==> src/rtl/simon_sequencer.sv <==
// simon_sequencer: Simon game controller.
//   Fills a sequence RAM from a free-running LFSR when a game starts. Each
//   round it plays a longer prefix of the sequence as one-hot display_bits,
//   then checks the player's button presses against that prefix.
//
// Optional feature: define SIMON_TIMEOUT_EN to make the block lose after
//   TIMEOUT_CYCLES of player inactivity in WAIT_IN. Without the macro,
//   WAIT_IN waits forever and no timeout compare is built.
//
// Ports:
//   clk_50M      in   single clock, rising edge
//   reset_n      in   asynchronous active-low reset
//   start        in   level input; its rising edge starts a new game
//   btn[3:0]     in   raw active-high buttons, asynchronous to clk_50M
//   display_bits out  one-hot step being shown, 0 when dark
//   doneNormal   out  0 while the sequence is being shown, 1 otherwise
//   win          out  held high after a completed game
//   lose         out  held high after a wrong press (or timeout)
//   round[3:0]   out  current round, 1-based (reads 0 in round 16)
//   fsm_state    out  debug view of the FSM state:
//                     0 IDLE, 1 FILL, 2 SHOW_ON, 3 SHOW_GAP, 4 WAIT_IN,
//                     5 WIN, 6 LOSE
module simon_sequencer #(
  parameter int SEQ_LEN        = 8,
  parameter int SHOW_CYCLES    = 25_000_000,
  parameter int GAP_CYCLES     = 12_500_000,
  parameter int TIMEOUT_CYCLES = 150_000_000
) (
  input  logic       clk_50M,
  input  logic       reset_n,
  input  logic       start,
  input  logic [3:0] btn,
  output logic [3:0] display_bits,
  output logic       doneNormal,
  output logic       win,
  output logic       lose,
  output logic [3:0] round,
  output logic [2:0] fsm_state
);

  localparam int MAX_SG  = (SHOW_CYCLES > GAP_CYCLES) ? SHOW_CYCLES : GAP_CYCLES;
  localparam int MAX_ALL = (MAX_SG > TIMEOUT_CYCLES) ? MAX_SG : TIMEOUT_CYCLES;
  localparam int TW      = ($clog2(MAX_ALL) < 1) ? 1 : $clog2(MAX_ALL);
  localparam int IW      = ($clog2(SEQ_LEN) < 1) ? 1 : $clog2(SEQ_LEN);
  localparam int DEPTH   = 1 << IW;

  localparam logic [TW-1:0] SHOW_LAST = TW'(SHOW_CYCLES - 1);
  localparam logic [TW-1:0] GAP_LAST  = TW'(GAP_CYCLES - 1);
`ifdef SIMON_TIMEOUT_EN
  localparam logic [TW-1:0] TO_LAST   = TW'(TIMEOUT_CYCLES - 1);
`endif
  localparam logic [3:0]    LAST_IDX  = 4'(SEQ_LEN - 1);

  typedef enum logic [2:0] {
    S_IDLE     = 3'd0,
    S_FILL     = 3'd1,
    S_SHOW_ON  = 3'd2,
    S_SHOW_GAP = 3'd3,
    S_WAIT_IN  = 3'd4,
    S_WIN      = 3'd5,
    S_LOSE     = 3'd6
  } state_t;

  state_t        state, state_n;
  logic [3:0]    idx, idx_n, round_n, round_m1;
  logic [TW-1:0] timer, timer_n;
  logic [15:0]   lfsr;
  logic [1:0]    start_sync;
  logic          start_prev, start_edge;
  logic [3:0]    btn_s1, btn_s2, btn_prev, btn_edge;
  logic [1:0]    seq [DEPTH];
  logic [3:0]    expected;
  logic [1:0]    show_sel;
  logic [3:0]    display_n;
  logic          done_n, win_n, lose_n;

  assign fsm_state = state;

  // Input conditioning and LFSR. Edge pulses are registered so a press seen
  // on btn_edge in cycle N is acted on at the end of cycle N.
  always_ff @(posedge clk_50M or negedge reset_n) begin
    if (!reset_n) begin
      start_sync <= '0;
      start_prev <= 1'b0;
      start_edge <= 1'b0;
      btn_s1     <= '0;
      btn_s2     <= '0;
      btn_prev   <= '0;
      btn_edge   <= '0;
      lfsr       <= 16'hACE1;
    end else begin
      start_sync <= {start_sync[0], start};
      start_prev <= start_sync[1];
      start_edge <= start_sync[1] & ~start_prev;
      btn_s1     <= btn;
      btn_s2     <= btn_s1;
      btn_prev   <= btn_s2;
      btn_edge   <= btn_s2 & ~btn_prev;
      // Fibonacci form, taps 16,14,13,11, shifting towards bit 0.
      lfsr       <= {lfsr[0] ^ lfsr[2] ^ lfsr[3] ^ lfsr[5], lfsr[15:1]};
    end
  end

  // Sequence RAM, one entry per FILL cycle at address idx.
  always_ff @(posedge clk_50M) begin
    if (state == S_FILL) seq[idx[IW-1:0]] <= lfsr[1:0];
  end

  // round is stored 1-based in 4 bits, so round 16 wraps to 0; comparing
  // round-1 keeps the arithmetic correct for SEQ_LEN = 16.
  assign round_m1 = round - 4'd1;
  assign expected = 4'b0001 << seq[idx[IW-1:0]];

  // State register plus registered outputs.
  always_ff @(posedge clk_50M or negedge reset_n) begin
    if (!reset_n) begin
      state        <= S_IDLE;
      idx          <= '0;
      round        <= 4'd1;
      timer        <= '0;
      display_bits <= '0;
      doneNormal   <= 1'b1;
      win          <= 1'b0;
      lose         <= 1'b0;
    end else begin
      state        <= state_n;
      idx          <= idx_n;
      round        <= round_n;
      timer        <= timer_n;
      display_bits <= display_n;
      doneNormal   <= done_n;
      win          <= win_n;
      lose         <= lose_n;
    end
  end

  // Next-state logic.
  always_comb begin
    state_n = state;
    idx_n   = idx;
    round_n = round;
    timer_n = timer;
    unique case (state)
      S_IDLE, S_WIN, S_LOSE: begin
        if (start_edge) begin
          state_n = S_FILL;
          idx_n   = '0;
        end
      end
      S_FILL: begin
        if (idx == LAST_IDX) begin
          state_n = S_SHOW_ON;
          idx_n   = '0;
          round_n = 4'd1;
          timer_n = '0;
        end else begin
          idx_n = idx + 4'd1;
        end
      end
      S_SHOW_ON: begin
        if (timer == SHOW_LAST) begin
          state_n = S_SHOW_GAP;
          timer_n = '0;
        end else begin
          timer_n = timer + 1'b1;
        end
      end
      S_SHOW_GAP: begin
        if (timer == GAP_LAST) begin
          timer_n = '0;
          if (idx < round_m1) begin
            idx_n   = idx + 4'd1;
            state_n = S_SHOW_ON;
          end else begin
            idx_n   = '0;
            state_n = S_WAIT_IN;
          end
        end else begin
          timer_n = timer + 1'b1;
        end
      end
      S_WAIT_IN: begin
        if (btn_edge != 4'd0) begin
          // Several simultaneous edges never equal a one-hot value, so
          // they fall into the losing branch.
          if (btn_edge == expected) begin
            timer_n = '0;
            if (idx < round_m1) begin
              idx_n = idx + 4'd1;
            end else if (round_m1 == LAST_IDX) begin
              state_n = S_WIN;
            end else begin
              round_n = round + 4'd1;
              idx_n   = '0;
              state_n = S_SHOW_ON;
            end
          end else begin
            state_n = S_LOSE;
          end
        end
`ifdef SIMON_TIMEOUT_EN
        else if (timer == TO_LAST) begin
          state_n = S_LOSE;
        end else begin
          timer_n = timer + 1'b1;
        end
`endif
      end
      default: state_n = S_IDLE;
    endcase
  end

  // Output logic, decoded from the next state so outputs change together
  // with the state. When FILL hands over with SEQ_LEN = 1, entry 0 is being
  // written this same cycle, so it is taken straight from the LFSR.
  always_comb begin
    if (state == S_FILL && idx_n == idx) show_sel = lfsr[1:0];
    else                                 show_sel = seq[idx_n[IW-1:0]];
    display_n = '0;
    done_n    = 1'b1;
    win_n     = 1'b0;
    lose_n    = 1'b0;
    unique case (state_n)
      S_SHOW_ON: begin
        display_n = 4'b0001 << show_sel;
        done_n    = 1'b0;
      end
      S_SHOW_GAP: done_n = 1'b0;
      S_WIN:      win_n  = 1'b1;
      S_LOSE:     lose_n = 1'b1;
      default: ;
    endcase
  end

endmodule

==> config.mk <==
export PLATFORM = sky130hd
export DESIGN_NAME = simon_sequencer
export DESIGN_NICKNAME = d
export VERILOG_FILES = /design/src/rtl/simon_sequencer.sv
export SDC_FILE = /design/constraint.sdc
export NUM_CORES = 1
export LEC_CHECK = 0
export CELL_PAD_IN_SITES_DETAIL_PLACEMENT = 1
export CELL_PAD_IN_SITES_GLOBAL_PLACEMENT = 1
export CORE_ASPECT_RATIO = 0.75
export CORE_MARGIN = 2
export CORE_UTILIZATION = 50
export DETAILED_ROUTE_END_ITERATION = 6
export PLACE_DENSITY = 0.93
export SLEW_MARGIN = 20
export SYNTH_ARGS = -nofsm -noshare
export SYNTH_HDL_FRONTEND = slang
export SYNTH_SLANG_ARGS = --single-unit
==> constraint.sdc <==
create_clock -name clk_50M -period 6.8 [get_ports clk_50M]
set_input_delay 1.7 -clock clk_50M [delete_from_list [all_inputs] [get_ports clk_50M]]
set_output_delay 1.7 -clock clk_50M [all_outputs]
set_load 0.05 [all_outputs]
==> impl_metrics.py, run 1 <==
metrics = {
    "yosys": {
        "synth_seq_cells": 98,
        "async_flop_share_pct": 83.7,
        "synth_edf_count": 16,
        "synth_nets": 470,
        "synth_cell_type_count": 72,
        "avgSynthCellArea_um2": 10.6,
        "synth_area_um2": 4820,
        "yosysTopAreaCellShare_pct": 37.4,
        "synth_warnings": 0,
        "synth_top_area_cell": "dfrtp_1",
        "synthTopCellsByArea": "dfrtp_1 (37%), edfxtp_1 (10%), dfstp_2 (5.4%)",
        "yosys_most_used_dff": "dfrtp_1",
        "postSynthCellCount": 456,
        "ys_seq_area_share_pct": 52.8,
    },
    "critical_path": {
        "rrSetupSlack_ns": 2.52,
        "crit_path_max_fanout": 11,
        "crit_required_ns": 7.07,
        "cp.arrival_ns": 4.54,
        "cp-end-kind": "flip-flop",
        "worst_setup_path_start_kind": "flip-flop",
        "crit_type": "flip-flop to flip-flop",
    },
    "clock_tree": {
        "holdBufCountCts": 0,
        "cts_buffer_depth": 2,
        "insertion_delay_ns": 0.35,
        "cts_max_level": 3,
        "numCtsBuffers": 9,
        "cts_tree": "yes",
        "cts_setup_buffers": 0,
        "clk_pin_slew_ns": 0.07,
        "cts_root_buf": "clkbuf_16",
        "cts_sinks": 98,
        "cts_resized": 0,
    },
    "timing": {
        "holdWs_ns": 0.355,
        "slew-limit-headroom_pct": 32.6,
        "final_hold_viol_count": 0,
        "rsz0062_at_grt": "false",
        "period_needed_ns": 4.28,
        "setup_violations": 0,
        "clock.fmax_mhz": 234,
        "fin_crit_sh_pct": 62.9,
        "finalClockSkew_ns": 0.00727,
        "setup-tns-final_ns": 0,
        "worst_pin_slew_ns": 1.01,
        "final_max_slew_viol_count": 0,
        "setup_ws_ns": 2.52,
    },
    "pwr": {
        "cellLeakagePower_nw": 2.19,
        "p_int_mw": 1.17,
        "powerDensity_nw_per_um2": 363,
        "p_switching_mw": 0.800,
        "swShare_pct": 40.7,
        "clockPowerShare_pct": 25.4,
        "ir_worst_vdd_v": 0.000221,
        "pwr-share-seq_pct": 37.9,
        "combPwrFrac_pct": 36.6,
    },
    "hold_path": {
        "hold_path_class": "flip-flop to flip-flop",
    },
    "grt": {
        "grt-ovfl-total": 0,
        "antenna_found_initial": 0,
        "grt_max_degree": 83,
        "first_global_vias": 3801,
        "track_usage_pct": 24.2,
        "grt_pass1_wl_um": 19600,
    },
    "route": {
        "drc": 0,
        "route.detailed.wl_per_inst_um": 19.6,
        "firstDrtPassIters": 5,
        "drtIter0Drc": 222,
        "num_vias": 3682,
        "drt_wl_total_um": 12000,
        "ant_nets": 0,
        "vias_per_cell": 6.03,
    },
    "finish": {
        "final_nets": 488,
        "antennaDiodeCount": 0,
        "drive_gt1_share_pct": 11.1,
        "fin_area_um2": 5410,
        "layout_common_cells": "dfrtp_1 (72), nor2_1 (54), nand2_1 (33), xnor2_1 (23), o21ai_0 (20)",
        "area_growth_pct": 12.1,
        "final_common_cell": "dfrtp_1",
    },
    "run_status": {
        "status": "finished, final reports clean",
    },
    "floorplanning": {
        "io_pins": 21,
        "die_w_um": 117,
        "rows": 31,
        "core_area_um2": 9500,
        "dieArea_um2": 10500,
        "die_h_um": 89.1,
        "start_util_pct": 50.7,
    },
    "placement": {
        "numPortBuffers": 20,
        "pre_cts_slack_ns": 2.66,
        "place_hpwl_um": 8480,
        "placedInstanceArea_um2": 5100,
        "gp_congestion": 0.928,
    },
    "job": {
        "maxCapViolCount": 0,
    },
}
[cells in the mapped netlist, types with 4 or more instances]
cell type,count
clkbuf_1,8
nor2_1,54
a2bb2oi_1,4
o31ai_1,5
xor2_1,6
nand2b_1,7
or3_1,5
nor2b_1,13
nand2_1,33
nand4_1,5
o21ai_0,20
inv_1,19
a21oi_1,8
nand3_1,11
ha_1,7
nor3_1,17
a211oi_1,17
mux2i_1,6
dfstp_2,10
dfrtp_1,72
a31oi_1,4
xnor2_1,23
edfxtp_1,16
[flip-flops by register name, summed over array words and instances, names as in the netlist]
| register | count |
|---|---|
| start_prev | 1 |
| fsm_state | 3 |
| win | 1 |
| round | 4 |
| btn_s1 | 4 |
| btn_prev | 4 |
| timer | 28 |
| display_bits | 4 |
| doneNormal | 1 |
| start_sync | 2 |
| lfsr | 16 |
| start_edge | 1 |
| btn_s2 | 4 |
| idx | 4 |
| seq | 16 |
| lose | 1 |
| btn_edge | 4 |
[path summary, 6_finish.rpt]
| kind | start | to | cells after the start |
|---|---|---|---|
| worst min-delay path | btn_s1[1] | btn_s2[1] | 0 |
| worst max-delay path | round[0] | display_bits[2] | 13 |
| max in group asynchronous | reset_n | lfsr[3] | 1 |
| min in group asynchronous | reset_n | timer[9] | 1 |
| worst max register to register | round[0] | display_bits[2] | 13 |
| worst min register to register | btn_s1[1] | btn_s2[1] | 0 |
[kinds of logic (layout without fill, tap and decap cells)]
family / count (synthesis) / count (layout) / share of synthesized area (%)
fa+ha+maj: 7 / 7 / 1.82
xor+xnor: 29 / 29 / 5.27
buf+inv: 33 / 56 / 3.35
simple gates: 184 / 184 / 20.4
flops: 98 / 98 / 52.8
mux: 10 / 10 / 2.18
compound gates: 95 / 95 / 14.2
[cell type report]
| class | instances | area [um^2] |
|---|---|---|
| Clock buffer | 9 | 225 |
| Clock inverter | 7 | 73.8 |
| Fill cell | 1023 | 4100 |
| Inverter | 19 | 71.3 |
| Multi-Input combinational cell | 325 | 2120 |
| Sequential cell | 98 | 2540 |
| Tap cell | 132 | 165 |
| Timing Repair Buffer | 21 | 205 |
[per-stage QoR]
stage	std cells	total power [mW]	utilization [%]
final	611	1.97	56.9
after global routing	611	2.08	56.9
after CTS	611	1.96	56.8
after detailed placement	595	1.45	53.7
after global placement	595	1.41	53.7
after floorplan	456	1.27	-
[worst max-delay path: stages (launching register included)]
cell       delay, ns
dfstp_2         0.63
inv_1           0.07
ha_1            0.23
xnor2_1         0.13
ha_1            0.28
o21a_1          0.12
a2bb2oi_1       0.59
nor2b_1         0.26
a211oi_1        0.10
o21ai_1         0.44
a21o_1          0.39
a211oi_1        0.16
or4b_4          0.54
a211oi_2        0.22
[layer usage]
metal	part of all wire [%]	routed length, um	vias up	global-route usage (%)
li1	-	-	1691	-
met1	45	5420	1876	32.2
met2	48	5740	101	40.1
met3	5.7	688	14	6.44
met4	1.3	150	0	6.68
met5	0	0	-	0
[power by group through the flow]
stage | Combinational, mW | Clock (mW) | Sequential [mW]
after floorplan | 0.534 | 0 | 0.738
after global placement | 0.660 | 0 | 0.747
after detailed placement | 0.693 | 0 | 0.753
after CTS | 0.707 | 0.510 | 0.744
after global routing | 0.788 | 0.535 | 0.756
final | 0.720 | 0.500 | 0.745
Note: power is estimated with default switching activity, not from simulation.
==> run 2, diff against run 1 <==
- CORE_UTILIZATION: 50 -> 48
- PLACE_DENSITY: 0.93 -> 0.9
- clock period: 6.8 -> 4.4 ns (I/O delays scaled with it)
==> run 2 against run 1 <==
Compared with the run above:
- clock skew is 0.0064 ns higher
- clock power is 52% higher
- sequential cell count stayed put
- sequential share of layout area hardly changed
- register-to-register slack worse by 2.3 ns
- final cell count is 0.33% higher
- sequential power is 54% higher
- non-clock buffer count is 2 higher
- via count is 0.41% lower
- worst setup slack worse by 2.3 ns
- first-iteration DRC count is 3.2% higher
==> impl_metrics.py, run 2 (synthesized netlist as in run 1, its figures left out) <==
metrics = {
    "finish": {
        "top_register": "timer",
        "final_nets": 490,
        "largest_register_ffs": 28,
        "fin_area_um2": 5410,
        "antennaDiodeCount": 0,
        "drive_gt1_share_pct": 11.4,
        "area_growth_pct": 12.1,
        "layout_common_cells": "dfrtp_1 (72), nor2_1 (54), nand2_1 (33), xnor2_1 (23), o21ai_0 (20)",
        "final_common_cell": "dfrtp_1",
    },
    "timing": {
        "setup-tns-final_ns": 0,
        "fin_crit_sh_pct": 94.3,
        "setup_violations": 0,
        "worst_pin_slew_ns": 0.979,
        "final_max_slew_viol_count": 0,
        "slew-limit-headroom_pct": 34.7,
        "final_hold_viol_count": 0,
        "rsz0062_at_grt": "false",
        "setup_ws_ns": 0.249,
        "holdWs_ns": 0.352,
        "clock.fmax_mhz": 241,
        "period_needed_ns": 4.15,
        "finalClockSkew_ns": 0.0137,
    },
    "floorplanning": {
        "die_h_um": 90.8,
        "rows": 31,
        "dieArea_um2": 10900,
        "start_util_pct": 49.7,
        "io_pins": 21,
        "die_w_um": 120,
        "core_area_um2": 9700,
    },
    "clock_tree": {
        "cts_tree": "yes",
        "insertion_delay_ns": 0.35,
        "cts_root_buf": "clkbuf_16",
        "numCtsBuffers": 9,
        "cts_buffer_depth": 2,
        "clk_pin_slew_ns": 0.07,
        "cts_setup_buffers": 0,
        "holdBufCountCts": 0,
        "cts_max_level": 3,
        "cts_sinks": 98,
    },
    "pwr": {
        "p_int_mw": 1.82,
        "cellLeakagePower_nw": 2.20,
        "p_switching_mw": 1.24,
        "powerDensity_nw_per_um2": 566,
        "total_power_mw": 3.06,
        "pwr-share-seq_pct": 37.6,
        "swShare_pct": 40.5,
        "clockPowerShare_pct": 24.8,
        "combPwrFrac_pct": 37.6,
        "ir_worst_vdd_v": 0.000256,
    },
    "route": {
        "drtIter0Drc": 229,
        "drc": 0,
        "drt_wl_total_um": 11800,
        "route.detailed.wl_per_inst_um": 19.2,
        "num_vias": 3667,
        "firstDrtPassIters": 5,
        "ant_nets": 0,
        "vias_per_cell": 5.98,
    },
    "critical_path": {
        "cp-end-kind": "flip-flop",
        "slowest_stage": "dfstp_2",
        "max_stage_delay_ns": 0.63,
        "path_delay_family": "compound AO/OA/AOI/OAI gates",
        "crit_buf_inv": 1,
        "path_cells": "inv_1 -> ha_1 -> xnor2_1 -> ha_1 -> o21a_1 -> a2bb2oi_2 -> nor2b_1 -> a211oi_1 -> o21ai_1 -> a21o_1 -> a211oi_1 -> or4b_4 -> a211oi_2",
        "cp.arrival_ns": 4.41,
        "crit_required_ns": 4.66,
        "crit_path_max_fanout": 11,
        "crit_type": "flip-flop to flip-flop",
        "worst_setup_path_start_kind": "flip-flop",
    },
    "grt": {
        "grt-ovfl-total": 0,
        "antenna_found_initial": 0,
        "grt_pass1_wl_um": 19600,
        "track_usage_pct": 23.1,
        "grt_max_degree": 83,
        "first_global_vias": 3792,
    },
    "placement": {
        "pre_cts_slack_ns": 0.206,
        "gp_congestion": 0.912,
        "numPortBuffers": 20,
        "place_hpwl_um": 8290,
        "placedInstanceArea_um2": 5120,
    },
    "run_status": {
        "status": "finished, final reports clean",
    },
    "job": {
        "maxCapViolCount": 0,
    },
    "hold_path": {
        "hold_path_class": "flip-flop to flip-flop",
    },
}
run 2: cell count changes in the layout (fill, tap and decap cells not counted), sizes merged:
cell | previous run | this run
buf | 2 | 4
clkinv | 4 | 3
inv | 22 | 23
run 2: worst paths after layout:
kind	from	end	slack [ns]	depth (start not counted)
min in group asynchronous	reset_n	timer[6]	0.91	1
setup reg to reg	round[0]	display_bits[2]	0.25	13
hold / removal	lfsr[9]	lfsr[8]	0.35	0
max in group asynchronous	reset_n	display_bits[2]	2.85	1
hold reg to reg	lfsr[9]	lfsr[8]	0.35	0
setup / recovery	round[0]	display_bits[2]	0.25	13
run 2: metal layers:
layer	vias up	wire, um	track usage [%]
met5	-	0	0
met4	0	165	6.86
met3	16	532	4.36
met2	110	5560	37.1
met1	1852	5530	31.9
li1	1689	-	-
run 2: cell type report:
| class | count | area (um^2) |
|---|---|---|
| fillers | 1064 | 4290 |
| flip-flops and latches | 98 | 2540 |
| multi-input cells | 325 | 2120 |
| clock buffers | 9 | 225 |
| repair buffers | 23 | 220 |
| well taps | 132 | 165 |
| inverters | 19 | 71.3 |
| clock inverters | 7 | 58.8 |
run 2: power groups by stage:
stage | Clock [mW] | Sequential (mW) | Combinational (mW)
2_1_floorplan | 0 | 1.14 | 0.825
3_5_place_dp | 0 | 1.16 | 1.10
4_1_cts | 0.776 | 1.15 | 1.12
5_1_grt | 0.816 | 1.17 | 1.24
3_3_place_gp | 0 | 1.16 | 1.05
6_report | 0.758 | 1.15 | 1.15
run 2: stage by stage:
stage	std cells	util, %
after floorplan	456	-
after global placement	597	52.8
after detailed placement	597	52.8
after CTS	613	55.7
after global routing	613	55.8
final	613	55.8
run 2: repair_timing:
action / in CTS / in global routing
gates resized for setup: 0 / 1
hold endpoints to repair: 0 / 0
endpoints found under the setup margin: 0 / 4
